File: src/rtl/imem_loader_if.sv
// Byte-stream handshake between a boot source (master) and the instruction loader (slave).
interface imem_loader_if;
  logic       i_valid;
  logic [7:0] i_byte;
  logic       o_ready;

  modport master (output i_valid, output i_byte, input o_ready);
  modport slave  (input i_valid, input i_byte, output o_ready);
endinterface

File: src/rtl/imem_loader.sv
// Boot-time instruction bank writer: assembles little-endian words from a byte stream,
// writes them from address 0 upward and releases the core only after a matching XOR checksum.
module imem_loader #(
  parameter  int REG_WIDTH    = 32,
  parameter  int NUM_INSTR    = 64,
  localparam int INSTR_SELECT = (NUM_INSTR > 1) ? $clog2(NUM_INSTR) : 1,
  localparam int BYTES        = REG_WIDTH / 8
) (
  input  logic                    clk,
  input  logic                    rst,
  input  logic                    i_start,
  imem_loader_if.slave            stream,
  output logic                    o_write_enable,
  output logic [INSTR_SELECT-1:0] o_select,
  output logic [REG_WIDTH-1:0]    o_write_data,
  output logic                    o_core_hold,
  output logic                    o_done,
  output logic                    o_error,
  output logic [1:0]              o_err_code
);

  // state    | meaning
  // S_IDLE   | after reset, waiting for i_start
  // S_HEADER | accepting the word-count byte
  // S_DATA   | accepting payload bytes of the current word
  // S_WRITE  | one-cycle write strobe of the assembled word
  // S_CHECK  | accepting the checksum byte
  // S_DONE   | load good, core released
  // S_ERROR  | load aborted, core held
  typedef enum logic [2:0] {
    S_IDLE, S_HEADER, S_DATA, S_WRITE, S_CHECK, S_DONE, S_ERROR
  } state_e;

  localparam int                BIDX_W    = (BYTES > 1) ? $clog2(BYTES) : 1;
  localparam logic [7:0]        MAX_N     = 8'(NUM_INSTR);
  localparam logic [BIDX_W-1:0] LAST_LANE = BIDX_W'(BYTES - 1);

  state_e                  state_q;
  logic [7:0]              n_q;
  logic [7:0]              acc_q;
  logic [INSTR_SELECT-1:0] word_idx_q;
  logic [BIDX_W-1:0]       byte_idx_q;
  logic [REG_WIDTH-1:0]    word_q;
  logic [REG_WIDTH-1:0]    word_merged;
  logic                    ready_q;
  logic                    we_q;
  logic [INSTR_SELECT-1:0] sel_q;
  logic [REG_WIDTH-1:0]    wdata_q;
  logic                    hold_q;
  logic                    done_q;
  logic                    error_q;
  logic [1:0]              err_q;
  logic                    xfer;

  assign xfer = stream.i_valid && ready_q;

  // The word as it will look once the byte on the bus lands in its lane.
  always_comb begin
    word_merged = word_q;
    word_merged[{byte_idx_q, 3'b000} +: 8] = stream.i_byte;
  end

  always_ff @(posedge clk or negedge rst) begin
    if (!rst) begin
      state_q    <= S_IDLE;
      n_q        <= '0;
      acc_q      <= '0;
      word_idx_q <= '0;
      byte_idx_q <= '0;
      word_q     <= '0;
      ready_q    <= 1'b0;
      we_q       <= 1'b0;
      sel_q      <= '0;
      wdata_q    <= '0;
      hold_q     <= 1'b1;
      done_q     <= 1'b0;
      error_q    <= 1'b0;
      err_q      <= 2'd0;
    end else begin
      we_q <= 1'b0;
      unique case (state_q)
        S_IDLE, S_DONE, S_ERROR: begin
          if (i_start) begin
            state_q <= S_HEADER;
            ready_q <= 1'b1;
            hold_q  <= 1'b1;
            done_q  <= 1'b0;
            error_q <= 1'b0;
            err_q   <= 2'd0;
          end
        end
        S_HEADER: begin
          if (xfer) begin
            if (stream.i_byte == 8'd0 || stream.i_byte > MAX_N) begin
              state_q <= S_ERROR;
              ready_q <= 1'b0;
              error_q <= 1'b1;
              err_q   <= 2'd1;
            end else begin
              state_q    <= S_DATA;
              n_q        <= stream.i_byte;
              word_idx_q <= '0;
              byte_idx_q <= '0;
              acc_q      <= '0;
            end
          end
        end
        S_DATA: begin
          if (xfer) begin
            word_q <= word_merged;
            acc_q  <= acc_q ^ stream.i_byte;
            if (byte_idx_q == LAST_LANE) begin
              state_q    <= S_WRITE;
              byte_idx_q <= '0;
              ready_q    <= 1'b0;
              we_q       <= 1'b1;
              sel_q      <= word_idx_q;
              wdata_q    <= word_merged;
            end else begin
              byte_idx_q <= byte_idx_q + BIDX_W'(1);
            end
          end
        end
        S_WRITE: begin
          ready_q <= 1'b1;
          if (8'(word_idx_q) == n_q - 8'd1) begin
            state_q <= S_CHECK;
          end else begin
            state_q    <= S_DATA;
            word_idx_q <= word_idx_q + INSTR_SELECT'(1);
          end
        end
        S_CHECK: begin
          if (xfer) begin
            ready_q <= 1'b0;
            if (stream.i_byte == acc_q) begin
              state_q <= S_DONE;
              done_q  <= 1'b1;
              hold_q  <= 1'b0;
            end else begin
              state_q <= S_ERROR;
              error_q <= 1'b1;
              err_q   <= 2'd2;
            end
          end
        end
        default: state_q <= S_IDLE;
      endcase
    end
  end

  assign stream.o_ready = ready_q;
  assign o_write_enable = we_q;
  assign o_select       = sel_q;
  assign o_write_data   = wdata_q;
  assign o_core_hold    = hold_q;
  assign o_done         = done_q;
  assign o_error        = error_q;
  assign o_err_code     = err_q;

endmodule

File: src/flat_wrapper.sv
// flat-port wrapper written by rule: the top's interface ports become plain ports
module imem_loader_flat 
#(
  parameter  int REG_WIDTH    = 32,
  parameter  int NUM_INSTR    = 64,
  localparam int INSTR_SELECT = (NUM_INSTR > 1) ? $clog2(NUM_INSTR) : 1,
  localparam int BYTES        = REG_WIDTH / 8
)
  (clk, rst, i_start, o_write_enable, o_select, o_write_data, o_core_hold, o_done, o_error, o_err_code, stream_i_valid, stream_i_byte, stream_o_ready);
  imem_loader_if stream_i ();
  input  logic clk;
  input  logic rst;
  input  logic i_start;
  output logic o_write_enable;
  output logic [INSTR_SELECT-1:0] o_select;
  output logic [REG_WIDTH-1:0] o_write_data;
  output logic o_core_hold;
  output logic o_done;
  output logic o_error;
  output logic [1:0] o_err_code;
  input wire logic [$bits(stream_i.i_valid)-1:0] stream_i_valid;
  input wire logic [$bits(stream_i.i_byte)-1:0] stream_i_byte;
  output wire logic [$bits(stream_i.o_ready)-1:0] stream_o_ready;
  assign stream_i.i_valid = stream_i_valid;
  assign stream_i.i_byte = stream_i_byte;
  assign stream_o_ready = stream_i.o_ready;
  imem_loader #(.REG_WIDTH(REG_WIDTH), .NUM_INSTR(NUM_INSTR)) u_core (.clk(clk), .rst(rst), .i_start(i_start), .stream(stream_i), .o_write_enable(o_write_enable), .o_select(o_select), .o_write_data(o_write_data), .o_core_hold(o_core_hold), .o_done(o_done), .o_error(o_error), .o_err_code(o_err_code));
endmodule
File: config.mk
export PLATFORM = sky130hd
export DESIGN_NAME = imem_loader_flat
export DESIGN_NICKNAME = d
export VERILOG_FILES = /design/src/rtl/imem_loader_if.sv /design/src/rtl/imem_loader.sv /design/src/flat_wrapper.sv
export SDC_FILE = /design/constraint.sdc
export NUM_CORES = 1
export LEC_CHECK = 0
export CELL_PAD_IN_SITES_DETAIL_PLACEMENT = 1
export CELL_PAD_IN_SITES_GLOBAL_PLACEMENT = 1
export CORE_MARGIN = 3
export CORE_UTILIZATION = 30
export DETAILED_ROUTE_END_ITERATION = 16
export PLACE_DENSITY = 0.69
export SLEW_MARGIN = 20
export SYNTH_ARGS = -nofsm -noshare
export SYNTH_HDL_FRONTEND = slang
export SYNTH_SLANG_ARGS = --single-unit
File: constraint.sdc
create_clock -name clk -period 2.55 [get_ports clk]
set_input_delay 0.51 -clock clk [delete_from_list [all_inputs] [get_ports clk]]
set_output_delay 0.51 -clock clk [all_outputs]
set_load 0.02 [all_outputs]
Yosys cells after proc, flatten, opt, wreduce, memory -nomap -nowiden
Cells that the tools add are included.

Register bits after elaboration: 104. Input bits: 12. Output and inout port bits: 45. Word-level logic and storage cells: 112.

$add $sub $neg: 4. $lt $le $gt $ge: 1. Eq/ne operators: 19. Shift operators: 2. Muxes and demuxes: 51. Bitwise operators: 2. Reduce and logical (&&, ||, !) cells: 19.

Operator list (number): $bwmux 32 (1); $shift 8x7->32 const A (1); $shiftx 8x7->32 (1); $mux 8 (3); $mux 3 (7); $mux 2 (10); $mux 1 (18); $mux 6 (3); $pmux 8 s2 (1); $pmux 3 s5 (1); $ne 2x1->1 const B (6); $pmux 6 s2 (1); $reduce_and 4->1 (3); $eq 3x3->1 const B (3); $eq 6x8->1 (1); $eq 8x8->1 (1); $gt 8x7->1 const B (1); $logic_not 8->1 (1); $ne 2x2->1 const B (4); $sub 8x1->8 const B (1); $xor 8x8->8 (1); $neg 5->7 (1); $reduce_and 7->1 (1); $add 6x1->6 const B (1); 21 further kinds (26).

Longest topological paths before layout
Gate-level depths: netlist of the first run.

Word-level depth: 5. Depth in mapped cells: 9. Gate-level depth less buffers: 8.

Worst setup path before layout of the first run
Ideal clock, no wire load.

Path type: input port to flip-flop. Start: input stream_i_byte[5]. End: register u_core.n_q[0]. Library setup time: 0.128 ns. Data arrival time: 2.079 ns. Required time: 2.422 ns. Setup slack: 0.343 ns. Stages: 7. Path buffers: 1. Cell sequence: or4_1 -> or4_1 -> and3_1 -> and2_0 -> clkbuf_1 -> nand2_1 -> o21ai_1.

Cells in the longest elaborated chain, start to end: 4. Elaborated cells on any way between the ends: 5. Classes of those cells: order compare (1); bitwise (1); reduce/logical (3).

Ends and longest elaborated chain: from (decl) (line flat_wrapper.sv:22) `input wire logic [$bits(stream_i.i_byte)-1:0] stream_i_byte;`; $gt 8x7->1 / $logic_not 8->1 (equally long branches) (line imem_loader.sv:94) `if (stream.i_byte == 8'd0 || stream.i_byte > MAX_N) begin`; $logic_or 1x1->1 * (line imem_loader.sv:94); $not 1->1 (no line) *; $reduce_and 3->1 (no line) *; to (signal assigned) (line imem_loader.sv:101) `n_q <= stream.i_byte;`; to (decl) (line imem_loader.sv:39) `logic [7:0] n_q;`.

Mark *: on every way between the ends. The rest lies on a longest branch, timed or not. A chain may end at the register's enable or synchronous reset.

Worst setup path in the final report of the first run
Start: input stream_i_byte[5]. End: register u_core.n_q[4].

The elaborated chain is that of the path after synthesis.

==> results by group, run 1 <==
Power and ir drop
  • NetSw: 726 uW
  • Total power divided by cell area: 508 nW/um^2
  • Design internal power: 2.50 mW
  • Combinational Power Share: 0.043
  • Leak: 2.87 nW
  • Part of the power in the clock network: 0.444
  • Portion of total power attributed to sequential cells: 0.513
  • Switching Share: 0.225
  • Total Power Consumption: 3.22 mW
  • Maximum resistive drop on vdd: 0.338 mV

Critical path
  • Startpoint Class: primary input
  • Reg2Reg Setup Slack: 0.24 ns
  • Critical path start-end classification: primary input to flip-flop
  • Kind of end point of the critical path: flip-flop
  • Capturing point of the worst reg2reg path: u_core.state_q[1]$_DFFE_PN0P_
  • Required time of the worst setup path: 2.84 ns
  • Crit-path max FO: 8
  • Depth of the most critical reg-to-reg path: 8
  • Critical path arrival: 2.74 ns
  • Reg-to-reg startpoint: u_core.n_q[0]$_DFFE_PN0P_

Finish
  • Fin util: 0.392
  • Layout fillers: 1808
  • Commonest non-fill, non-tap cell in the layout: sky130_fd_sc_hd__dfrtp_1
  • Number of non-filler instances in the completed layout: 802
  • Area Growth Syn to Fin: 25.5%
  • Fraction of layout instances using a drive strength above 1: 0.118
  • Commonest non-fill, non-tap cells in the layout: 103 x sky130_fd_sc_hd__dfrtp_1, 78 x sky130_fd_sc_hd__nand2_1, 55 x sky130_fd_sc_hd__clkdlybuf4s50_1
  • Number of diodes added for antenna fixing: 0
  • Summed area of non-filler cells in the final layout: 6340 sq um
  • NumNets Final: 601

Placement
  • Pre-CTS setup slack: -0.271 ns
  • Number of instances in the placed design: 786
  • Dpl cell area: 6040 sq um
  • Number of input and output port buffers inserted: 56
  • Final weighted congestion in routability-driven placement: 0.806
  • Post-detailed-placement half-perimeter wirelength: 9940 um

Run status
  • Result of the run: complete, no violations

Floorplan
  • Number of placement rows: 46
  • Chip Width: 136 um
  • DIE HEIGHT: 136 um
  • Floorplan Core Area: 16200 sq um
  • Area enclosed by the die boundary: 18400 sq um
  • Number of I/O pins: 57
  • Initial core utilization: 0.312

STA
  • Min Clock Period, post-route: 2.45 ns
  • Pin slew with the least headroom to its limit: 0.579 ns
  • Final worst clock skew: 0.00887 ns
  • Worst relative slew slack: 0.613
  • Setup ws final: 0.101 ns
  • Unrepaired setup endpoints after global routing: no
  • Final number of setup-violating endpoints: 0
  • Final worst path period share: 0.960
  • Minimum hold slack: 0.105 ns
  • Timing-limited maximum frequency: 408 MHz
  • Final hold violations: 0
  • Number of max-slew violations in the final report: 0
  • Final TNS setup: 0 ns

Synthesis
  • Mapped Avg Cell Area: 9.91 sq um
  • Summed instance area of the synthesized netlist: 5050 sq um
  • Number of register bits inferred by synthesis: 104
  • EDFF count, synth: 0
  • Syn Inst Count: 510
  • Number of distinct library cells after synthesis: 54
  • Proportion of register bits with asynchronous set or reset after synthesis: 1.00
  • Most area-hungry cell type in the Yosys netlist: sky130_fd_sc_hd__dfrtp_1
  • Leading cell types by total area after synthesis: sky130_fd_sc_hd__dfrtp_1 51%, sky130_fd_sc_hd__nand2_1 5.9%, sky130_fd_sc_hd__a22o_1 5.7%
  • Share of synthesized area occupied by flip-flops and latches: 0.515
  • Primary flip-flop cell chosen by synthesis mapping: sky130_fd_sc_hd__dfrtp_1
  • Synth Warn #: 0
  • Proportion of netlist area held by the largest area contributor: 0.510
  • Synth Net Count: 530

GRT
  • Global routing usage summed across all routing layers: 0.155
  • Residual overflow from global routing: 0
  • Number of global-route vias before repair: 4323
  • First-pass GRT wire length: 22600 um
  • Maximum number of pins on one net before global-route repair: 64
  • Initial antenna violation count: 0

Routing
  • Routed WL per cell: 17.1 um
  • Avg Vias per Cell: 5.10
  • 1st-pass router iterations: 5
  • Violation count after the first detailed-routing iteration: 228
  • Routed via count: 4088
  • Wire length reported by the detailed router: 13800 um
  • Post-route antenna net violation count: 0
  • Post-detailed-route DRC marker count: 0

CTS
  • Clock latency on the worst-skew pair: 0.36 ns
  • CTS Root Cell: sky130_fd_sc_hd__clkbuf_16
  • Clock transition at the register clock pins on the worst setup and hold paths after CTS: 0.07 ns
  • Number of buffers inserted by hold repair at cts: 0
  • Maximum level of the CTS H-tree: 3
  • Max clock buf depth: 2
  • Clock tree from TritonCTS: done
  • Clock buffer count from CTS: 9
  • Clock tree sinks: 104

Run
  • Number of max-capacitance violations reported: 0

Hold path
  • Worst min-delay path category: primary input to asynchronous set/reset pin
[registers in the layout (all words and copies together), names as in the netlist]
name / flops
u_core.acc_q: 8
u_core.byte_idx_q: 2
u_core.n_q: 8
u_core.o_core_hold: 1
u_core.o_done: 1
u_core.o_err_code: 2
u_core.o_error: 1
u_core.o_select: 6
u_core.o_write_data: 32
u_core.o_write_enable: 1
u_core.state_q: 3
u_core.stream.o_ready: 1
u_core.word_idx_q: 6
u_core.word_q: 32
[cells by family after synthesis]
group	synth area share
AOI/OAI and AO/OA	0.187
xor gates and xnor gates	0.0295
adders and majority gates	0.0218
buffers and inverters	0.0337
DFF	0.515
muxes	0.0210
and+or+nand+nor	0.192
[cell usage after synthesis, types with 6 or more instances]
master and count:
sky130_fd_sc_hd__a21o_1 10, sky130_fd_sc_hd__a21oi_1 39, sky130_fd_sc_hd__a22o_1 33, sky130_fd_sc_hd__and2_1 6, sky130_fd_sc_hd__clkbuf_1 27, sky130_fd_sc_hd__dfrtp_1 103, sky130_fd_sc_hd__ha_1 8, sky130_fd_sc_hd__inv_1 11
sky130_fd_sc_hd__nand2_1 79, sky130_fd_sc_hd__nand3_1 6, sky130_fd_sc_hd__nor2_1 14, sky130_fd_sc_hd__nor2b_1 34, sky130_fd_sc_hd__nor3_1 8, sky130_fd_sc_hd__nor3b_1 7, sky130_fd_sc_hd__o211ai_1 10, sky130_fd_sc_hd__o21ai_0 39
sky130_fd_sc_hd__xnor2_1 6, sky130_fd_sc_hd__xor2_1 11
[final cells by class]
class / instances / area (sq um) / area share
Clock inverter: 5 / 61.3 / 0.00967
Inverter: 11 / 41.3 / 0.00651
Timing Repair Buffer: 90 / 838 / 0.132
Clock buffer: 11 / 243 / 0.0383
Tap cell: 216 / 270 / 0.0426
Multi-Input combinational cell: 365 / 2280 / 0.360
Sequential cell: 104 / 2600 / 0.411
[timing repair]
item                                    4_1_cts  5_1_grt
gates resized for setup                       0        1
setup buffers                                 0        0
endpoints found under the setup margin        0        2
[worst max-delay path by stage]
stage / slack (ns) / to / from
floorplan: 0.34 / u_core.n_q[0]$_DFFE_PN0P_ / stream_i_byte[5]
global placement: -0.19 / u_core.n_q[2]$_DFFE_PN0P_ / stream_i_byte[5]
detailed placement: -0.27 / u_core.n_q[4]$_DFFE_PN0P_ / stream_i_byte[4]
CTS: 0.10 / u_core.n_q[4]$_DFFE_PN0P_ / stream_i_byte[4]
global route: 0.02 / u_core.n_q[4]$_DFFE_PN0P_ / stream_i_byte[5]
finish: 0.10 / u_core.n_q[4]$_DFFE_PN0P_ / stream_i_byte[5]
[critical path, stage by stage]
cell and delay (ns):
sky130_fd_sc_hd__clkdlybuf4s50_1 0.41, sky130_fd_sc_hd__or4_1 0.58, sky130_fd_sc_hd__or4_1 0.44, sky130_fd_sc_hd__and3_1 0.22, sky130_fd_sc_hd__nand2_1 0.24, sky130_fd_sc_hd__buf_4 0.19
sky130_fd_sc_hd__nand2_1 0.06, sky130_fd_sc_hd__nand2_1 0.08
[routing by layer]
layer | up-vias | share of wire | wire (um) | global-route usage
met2 | 74 | 0.48 | 6600 | 0.248
met4 | 0 | 0.020 | 276 | 0.0588
li1 | 1929 | - | - | -
met5 | - | 0 | 0 | 0
met3 | 28 | 0.031 | 424 | 0.0253
met1 | 2057 | 0.47 | 6450 | 0.212
[power by group through the flow]
| stage | combinational, mW | sequential (mW) | clock [mW] |
|---|---|---|---|
| detailed placement | 0.141 | 1.68 | 0 |
| floorplan | 0.0311 | 1.69 | 0 |
| finish | 0.138 | 1.65 | 1.43 |
| global route | 0.151 | 1.65 | 1.53 |
| CTS | 0.141 | 1.65 | 1.48 |
| global placement | 0.136 | 1.68 | 0 |
No activity file was read; power rests on OpenSTA's default activity.
==> run 2, diff against run 1 <==
--- a/config.mk
+++ b/config.mk
@@ -8,5 +8,5 @@
 export CELL_PAD_IN_SITES_DETAIL_PLACEMENT = 1
 export CELL_PAD_IN_SITES_GLOBAL_PLACEMENT = 1
-export CORE_MARGIN = 3
+export CORE_MARGIN = 2
 export CORE_UTILIZATION = 30
 export DETAILED_ROUTE_END_ITERATION = 16
==> constraint.sdc (replaced) <==
create_clock -name clk -period 2.55 [get_ports clk]
set_input_delay 0.51 -clock clk [delete_from_list [all_inputs] [get_ports clk]]
set_output_delay 0.51 -clock clk [all_outputs]
set_load 0.005 [all_outputs]
==> run 2 against run 1 <==
  * Via count is 2.3% lower
  * Wire length shrank 4.0%
  * Count of clock-buffer cells in the layout is the same
  * Clock skew is 0.0030 ns lower
  * Sequential share of layout area is 0.081 points higher
  * Clock power about the same
  * Register-to-register slack better by 0.03 ns
==> results by group, run 2 (synthesized netlist as in run 1, its figures left out) <==
Run status
  • Result of the run: complete, no violations

GRT
  • Initial antenna violation count: 0
  • Global routing usage summed across all routing layers: 0.154
  • Number of global-route vias before repair: 4235
  • First-pass GRT wire length: 21900 um
  • Maximum number of pins on one net before global-route repair: 44
  • Residual overflow from global routing: 0

Routing
  • Post-route antenna net violation count: 0
  • Routed via count: 3995
  • Violation count after the first detailed-routing iteration: 170
  • Routed WL per cell: 16.4 um
  • Avg Vias per Cell: 4.96
  • Post-detailed-route DRC marker count: 0
  • 1st-pass router iterations: 4
  • Wire length reported by the detailed router: 13200 um

Run
  • Number of max-capacitance violations reported: 0

Finish
  • Area Growth Syn to Fin: 25.2%
  • Commonest non-fill, non-tap cell in the layout: sky130_fd_sc_hd__dfrtp_1
  • Number of diodes added for antenna fixing: 0
  • Commonest non-fill, non-tap cells in the layout: 103 x sky130_fd_sc_hd__dfrtp_1, 78 x sky130_fd_sc_hd__nand2_1, 55 x sky130_fd_sc_hd__clkdlybuf4s50_1
  • Summed area of non-filler cells in the final layout: 6330 sq um
  • NumNets Final: 601
  • Fraction of layout instances using a drive strength above 1: 0.116

Floorplan
  • DIE HEIGHT: 134 um
  • Initial core utilization: 0.306
  • Number of I/O pins: 57
  • Number of placement rows: 47
  • Area enclosed by the die boundary: 17900 sq um
  • Chip Width: 134 um
  • Floorplan Core Area: 16500 sq um

Critical path
  • Sequence of cells on the critical path: clkdlybuf4s50_1, or4_1, or4_1, and3_1, and2_1, nand2_1, o21ai_1
  • Count of buffer and inverter cells on the critical path: 1
  • Kind of end point of the critical path: flip-flop
  • Most used cell along the critical path: sky130_fd_sc_hd__or4_1
  • Crit-path max FO: 9
  • Critical path arrival: 2.60 ns
  • Critical path start-end classification: primary input to flip-flop
  • Delay-heaviest family, CP: simple AND/OR/NAND/NOR gates
  • Cell at the slowest stage of the critical path: sky130_fd_sc_hd__or4_1
  • Largest stage delay, worst path: 0.56 ns
  • Startpoint Class: primary input
  • Required time of the worst setup path: 2.79 ns

CTS
  • Number of buffers inserted by post-CTS setup repair: 0
  • Clock buffer count from CTS: 9
  • Clock transition at the register clock pins on the worst setup and hold paths after CTS: 0.07 ns
  • Clock tree from TritonCTS: done
  • Clock tree sinks: 104
  • CTS Root Cell: sky130_fd_sc_hd__clkbuf_16
  • Number of buffers inserted by hold repair at cts: 0
  • Clock latency on the worst-skew pair: 0.36 ns
  • Max clock buf depth: 2
  • Maximum level of the CTS H-tree: 3

Hold path
  • Worst min-delay path category: primary input to asynchronous set/reset pin

STA
  • Final worst clock skew: 0.00590 ns
  • Min Clock Period, post-route: 2.36 ns
  • Number of max-slew violations in the final report: 0
  • Pin slew with the least headroom to its limit: 0.554 ns
  • Final hold violations: 0
  • Timing-limited maximum frequency: 425 MHz
  • Final number of setup-violating endpoints: 0
  • Final worst path period share: 0.924
  • Unrepaired setup endpoints after global routing: no
  • Worst relative slew slack: 0.631

Placement
  • Final weighted congestion in routability-driven placement: 0.809
  • Number of input and output port buffers inserted: 56
  • Dpl cell area: 6030 sq um
  • Post-detailed-placement half-perimeter wirelength: 9380 um

Power and ir drop
  • Total power divided by cell area: 508 nW/um^2
  • Maximum resistive drop on vdd: 0.348 mV
  • Leak: 2.85 nW
  • Total Power Consumption: 3.22 mW
run 2: worst reg2reg max path, stage by stage (launching register included):
cell	delay, ns
sky130_fd_sc_hd__dfrtp_1	0.48
sky130_fd_sc_hd__inv_1	0.10
sky130_fd_sc_hd__ha_1	0.28
sky130_fd_sc_hd__and3b_2	0.23
sky130_fd_sc_hd__a211oi_1	0.26
sky130_fd_sc_hd__o31ai_1	0.11
sky130_fd_sc_hd__and4_1	0.27
sky130_fd_sc_hd__and3_4	0.23
sky130_fd_sc_hd__nor4_2	0.24
run 2: cell type report:
cell class	count	area [sq um]
multi-input combinational	365	2280
timing repair buffer	90	826
tap	220	275
inverter	11	41.3
clock buffer	11	233
fill	1869	10200
sequential	104	2600
clock inverter	5	66.3
run 2: stage by stage:
stage	util	worst slack (ns)	instances	hold slack, ns	setup TNS, ns
2_1_floorplan	-	0.343	510	0.214	0
3_3_place_gp	0.365	-0.159	790	0.460	-2.56
3_5_place_dp	0.365	-0.264	790	0.469	-4.33
4_1_cts	0.383	0.122	806	0.140	0
5_1_grt	0.383	0.0415	806	0.169	0
6_report	0.383	0.194	806	0.127	0
run 2: routing by layer:
metal | share of wire | track usage
met4 | 0.018 | 0.0638
met1 | 0.47 | 0.203
met3 | 0.031 | 0.0257
met5 | 0 | 0
met2 | 0.49 | 0.254
run 2: path summary, 6_finish.rpt:
path                                                           from                             endpoint  slack (ns)  depth (start not counted)
worst max register to register            u_core.n_q[0]$_DFFE_PN0P_        u_core.state_q[1]$_DFFE_PN0P_        0.27                          8
min in group clk                u_core.o_write_data[12]$_DFFE_PN0P_  u_core.o_write_data[12]$_DFFE_PN0P_        0.48                          2
worst min register to register  u_core.o_write_data[12]$_DFFE_PN0P_  u_core.o_write_data[12]$_DFFE_PN0P_        0.48                          2
worst min-delay path                                            rst  u_core.o_write_data[29]$_DFFE_PN0P_        0.13                          1
max in group asynchronous                                       rst       u_core.o_core_hold$_DFFE_PN1P_        1.64                          2
worst max-delay path                               stream_i_byte[5]            u_core.n_q[1]$_DFFE_PN0P_        0.19                          7
run 2: repair_timing:
item | CTS | global route
setup endpoints to repair | 0 | 7
hold endpoints to repair | 0 | 0
gates resized for setup | 0 | 1
run 2: where the power goes:
part / leakage, nW / internal, mW / switching [mW]
clock network: 0.142 / 0.773 / 0.661
registers: 1.42 / 1.65 / 0.00179
logic: 1.29 / 0.0469 / 0.0821
==> run 3, diff against run 2 <==
CORE_UTILIZATION = 44   (was 30)
PLACE_DENSITY = 0.91   (was 0.69)
==> run 3 against run 2 <==
  * Combinational power is 5% higher
  * Non-clock buffer count is 2 higher
  * Count of clock-buffer cells in the layout unchanged
  * Hold slack got worse by 0.060 ns
  * Worst setup slack got worse by 0.080 ns
  * Critical path depth increased by 1
  * Clock skew rose by 0.00097 ns
  * Via count increased by 7.1%
  * Fmax fell by 3.3%
  * Global-route usage increased by 8.9 points
  * Wire length is 11% higher
==> results by group, run 3 (synthesized netlist as in run 1, its figures left out) <==
Run status
  • Result of the run: complete, no violations

Floorplan
  • Chip Width: 111 um
  • DIE HEIGHT: 111 um
  • Floorplan Core Area: 11300 sq um
  • Number of placement rows: 39
  • Area enclosed by the die boundary: 12400 sq um
  • Number of I/O pins: 57
  • Initial core utilization: 0.446

Placement
  • Number of input and output port buffers inserted: 56
  • Number of instances in the placed design: 715
  • Post-detailed-placement half-perimeter wirelength: 9860 um
  • Final weighted congestion in routability-driven placement: 0.851

Routing
  • Avg Vias per Cell: 5.87
  • Post-route antenna net violation count: 0
  • Routed via count: 4280
  • 1st-pass router iterations: 4
  • Violation count after the first detailed-routing iteration: 259
  • Routed WL per cell: 20.1 um
  • Post-detailed-route DRC marker count: 0
  • Wire length reported by the detailed router: 14700 um

CTS
  • Clock latency on the worst-skew pair: 0.35 ns
  • Clock tree sinks: 104
  • Max clock buf depth: 2
  • Clock tree from TritonCTS: done
  • CTS Root Cell: sky130_fd_sc_hd__clkbuf_16
  • Number of buffers inserted by post-CTS setup repair: 0
  • Clock buffer count from CTS: 9
  • Clock transition at the register clock pins on the worst setup and hold paths after CTS: 0.07 ns
  • Maximum level of the CTS H-tree: 3

Finish
  • Commonest non-fill, non-tap cells in the layout: 103 x sky130_fd_sc_hd__dfrtp_1, 78 x sky130_fd_sc_hd__nand2_1, 55 x sky130_fd_sc_hd__clkdlybuf4s50_1
  • Commonest non-fill, non-tap cell in the layout: sky130_fd_sc_hd__dfrtp_1
  • Area Growth Syn to Fin: 23.5%
  • Number of non-filler instances in the completed layout: 729
  • NumNets Final: 603
  • Number of diodes added for antenna fixing: 0
  • Fraction of layout instances using a drive strength above 1: 0.119

STA
  • Final number of setup-violating endpoints: 0
  • Number of max-slew violations in the final report: 0
  • Final TNS setup: 0 ns
  • Timing-limited maximum frequency: 411 MHz
  • Min Clock Period, post-route: 2.44 ns
  • Final hold violations: 0
  • Final worst path period share: 0.955
  • Final worst clock skew: 0.00687 ns
  • Pin slew with the least headroom to its limit: 0.557 ns
  • Unrepaired setup endpoints after global routing: no
  • Worst relative slew slack: 0.628

GRT
  • Maximum number of pins on one net before global-route repair: 38
  • Number of global-route vias before repair: 4494
  • Residual overflow from global routing: 0
  • First-pass GRT wire length: 23800 um
  • Global routing usage summed across all routing layers: 0.244
  • Initial antenna violation count: 0

Critical path
  • Kind of end point of the critical path: flip-flop
  • Startpoint Class: primary input
  • Critical path arrival: 2.68 ns
  • Critical path start-end classification: primary input to flip-flop
  • Crit-path max FO: 4
  • Required time of the worst setup path: 2.79 ns

Run
  • Number of max-capacitance violations reported: 0

Power and ir drop
  • Maximum resistive drop on vdd: 0.320 mV
  • Total power divided by cell area: 504 nW/um^2
  • Total Power Consumption: 3.15 mW
  • Leak: 2.86 nW

Hold path
  • Worst min-delay path category: primary input to asynchronous set/reset pin
-- run 3: per-layer routing --
metal  track usage  up-vias  wire, um
met4        0.0979        0       286
met1         0.303     2206      6160
met2         0.433      113      7690
met5             0        -         0
li1              -     1936         -
met3        0.0284       25       551
-- run 3: cell type report --
type | instances | area [sq um]
multi-input combinational | 365 | 2290
tap | 143 | 179
inverter | 11 | 41.3
clock inverter | 3 | 45.0
fill | 1278 | 5080
sequential | 104 | 2600
clock buffer | 11 | 233
timing repair buffer | 92 | 853
-- run 3: timing repair --
action,4_1_cts,5_1_grt
endpoints found under the setup margin,0,13
endpoints found under the hold margin,0,0
resized for setup,0,3
hold buffers,0,0
-- run 3: critical path: stages --
cell	delay, ns
sky130_fd_sc_hd__clkdlybuf4s50_1	0.42
sky130_fd_sc_hd__or4_1	0.56
sky130_fd_sc_hd__o31ai_1	0.33
sky130_fd_sc_hd__nand3_1	0.19
sky130_fd_sc_hd__o21ai_2	0.19
sky130_fd_sc_hd__buf_4	0.17
sky130_fd_sc_hd__o211ai_1	0.10
sky130_fd_sc_hd__a21o_1	0.21
-- run 3: power breakdown --
part / switching [mW] / internal, mW / total, mW
clock: 0.608 / 0.752 / 1.36
combinational: 0.0852 / 0.0493 / 0.135
sequential: 0.00205 / 1.65 / 1.65
total: 0.695 / 2.45 / 3.15
-- run 3: worst paths after layout --
kind	from	to	slack (ns)	cells after the start
hold reg to reg	u_core.o_write_data[6]$_DFFE_PN0P_	u_core.o_write_data[6]$_DFFE_PN0P_	0.48	2
min in group clk	u_core.o_write_data[6]$_DFFE_PN0P_	u_core.o_write_data[6]$_DFFE_PN0P_	0.48	2
setup reg to reg	u_core.n_q[1]$_DFFE_PN0P_	u_core.word_idx_q[0]$_DFFE_PN0P_	0.12	8
setup / recovery	stream_i_byte[5]	u_core.acc_q[0]$_DFFE_PN0P_	0.11	8
max in group asynchronous	rst	u_core.o_write_data[26]$_DFFE_PN0P_	1.85	2
hold / removal	rst	u_core.stream.o_ready$_DFFE_PN0P_	0.07	1
-- run 3: metrics by stage --
stage	util	setup WS [ns]	instance area, sq um	hold WS [ns]
2_1_floorplan	-	0.343	5050	0.214
3_3_place_gp	0.526	-0.155	5960	0.451
3_5_place_dp	0.526	-0.252	5960	0.455
4_1_cts	0.551	0.00239	6240	0.0818
5_1_grt	0.551	0.00843	6240	0.0941
6_report	0.551	0.114	6240	0.0675
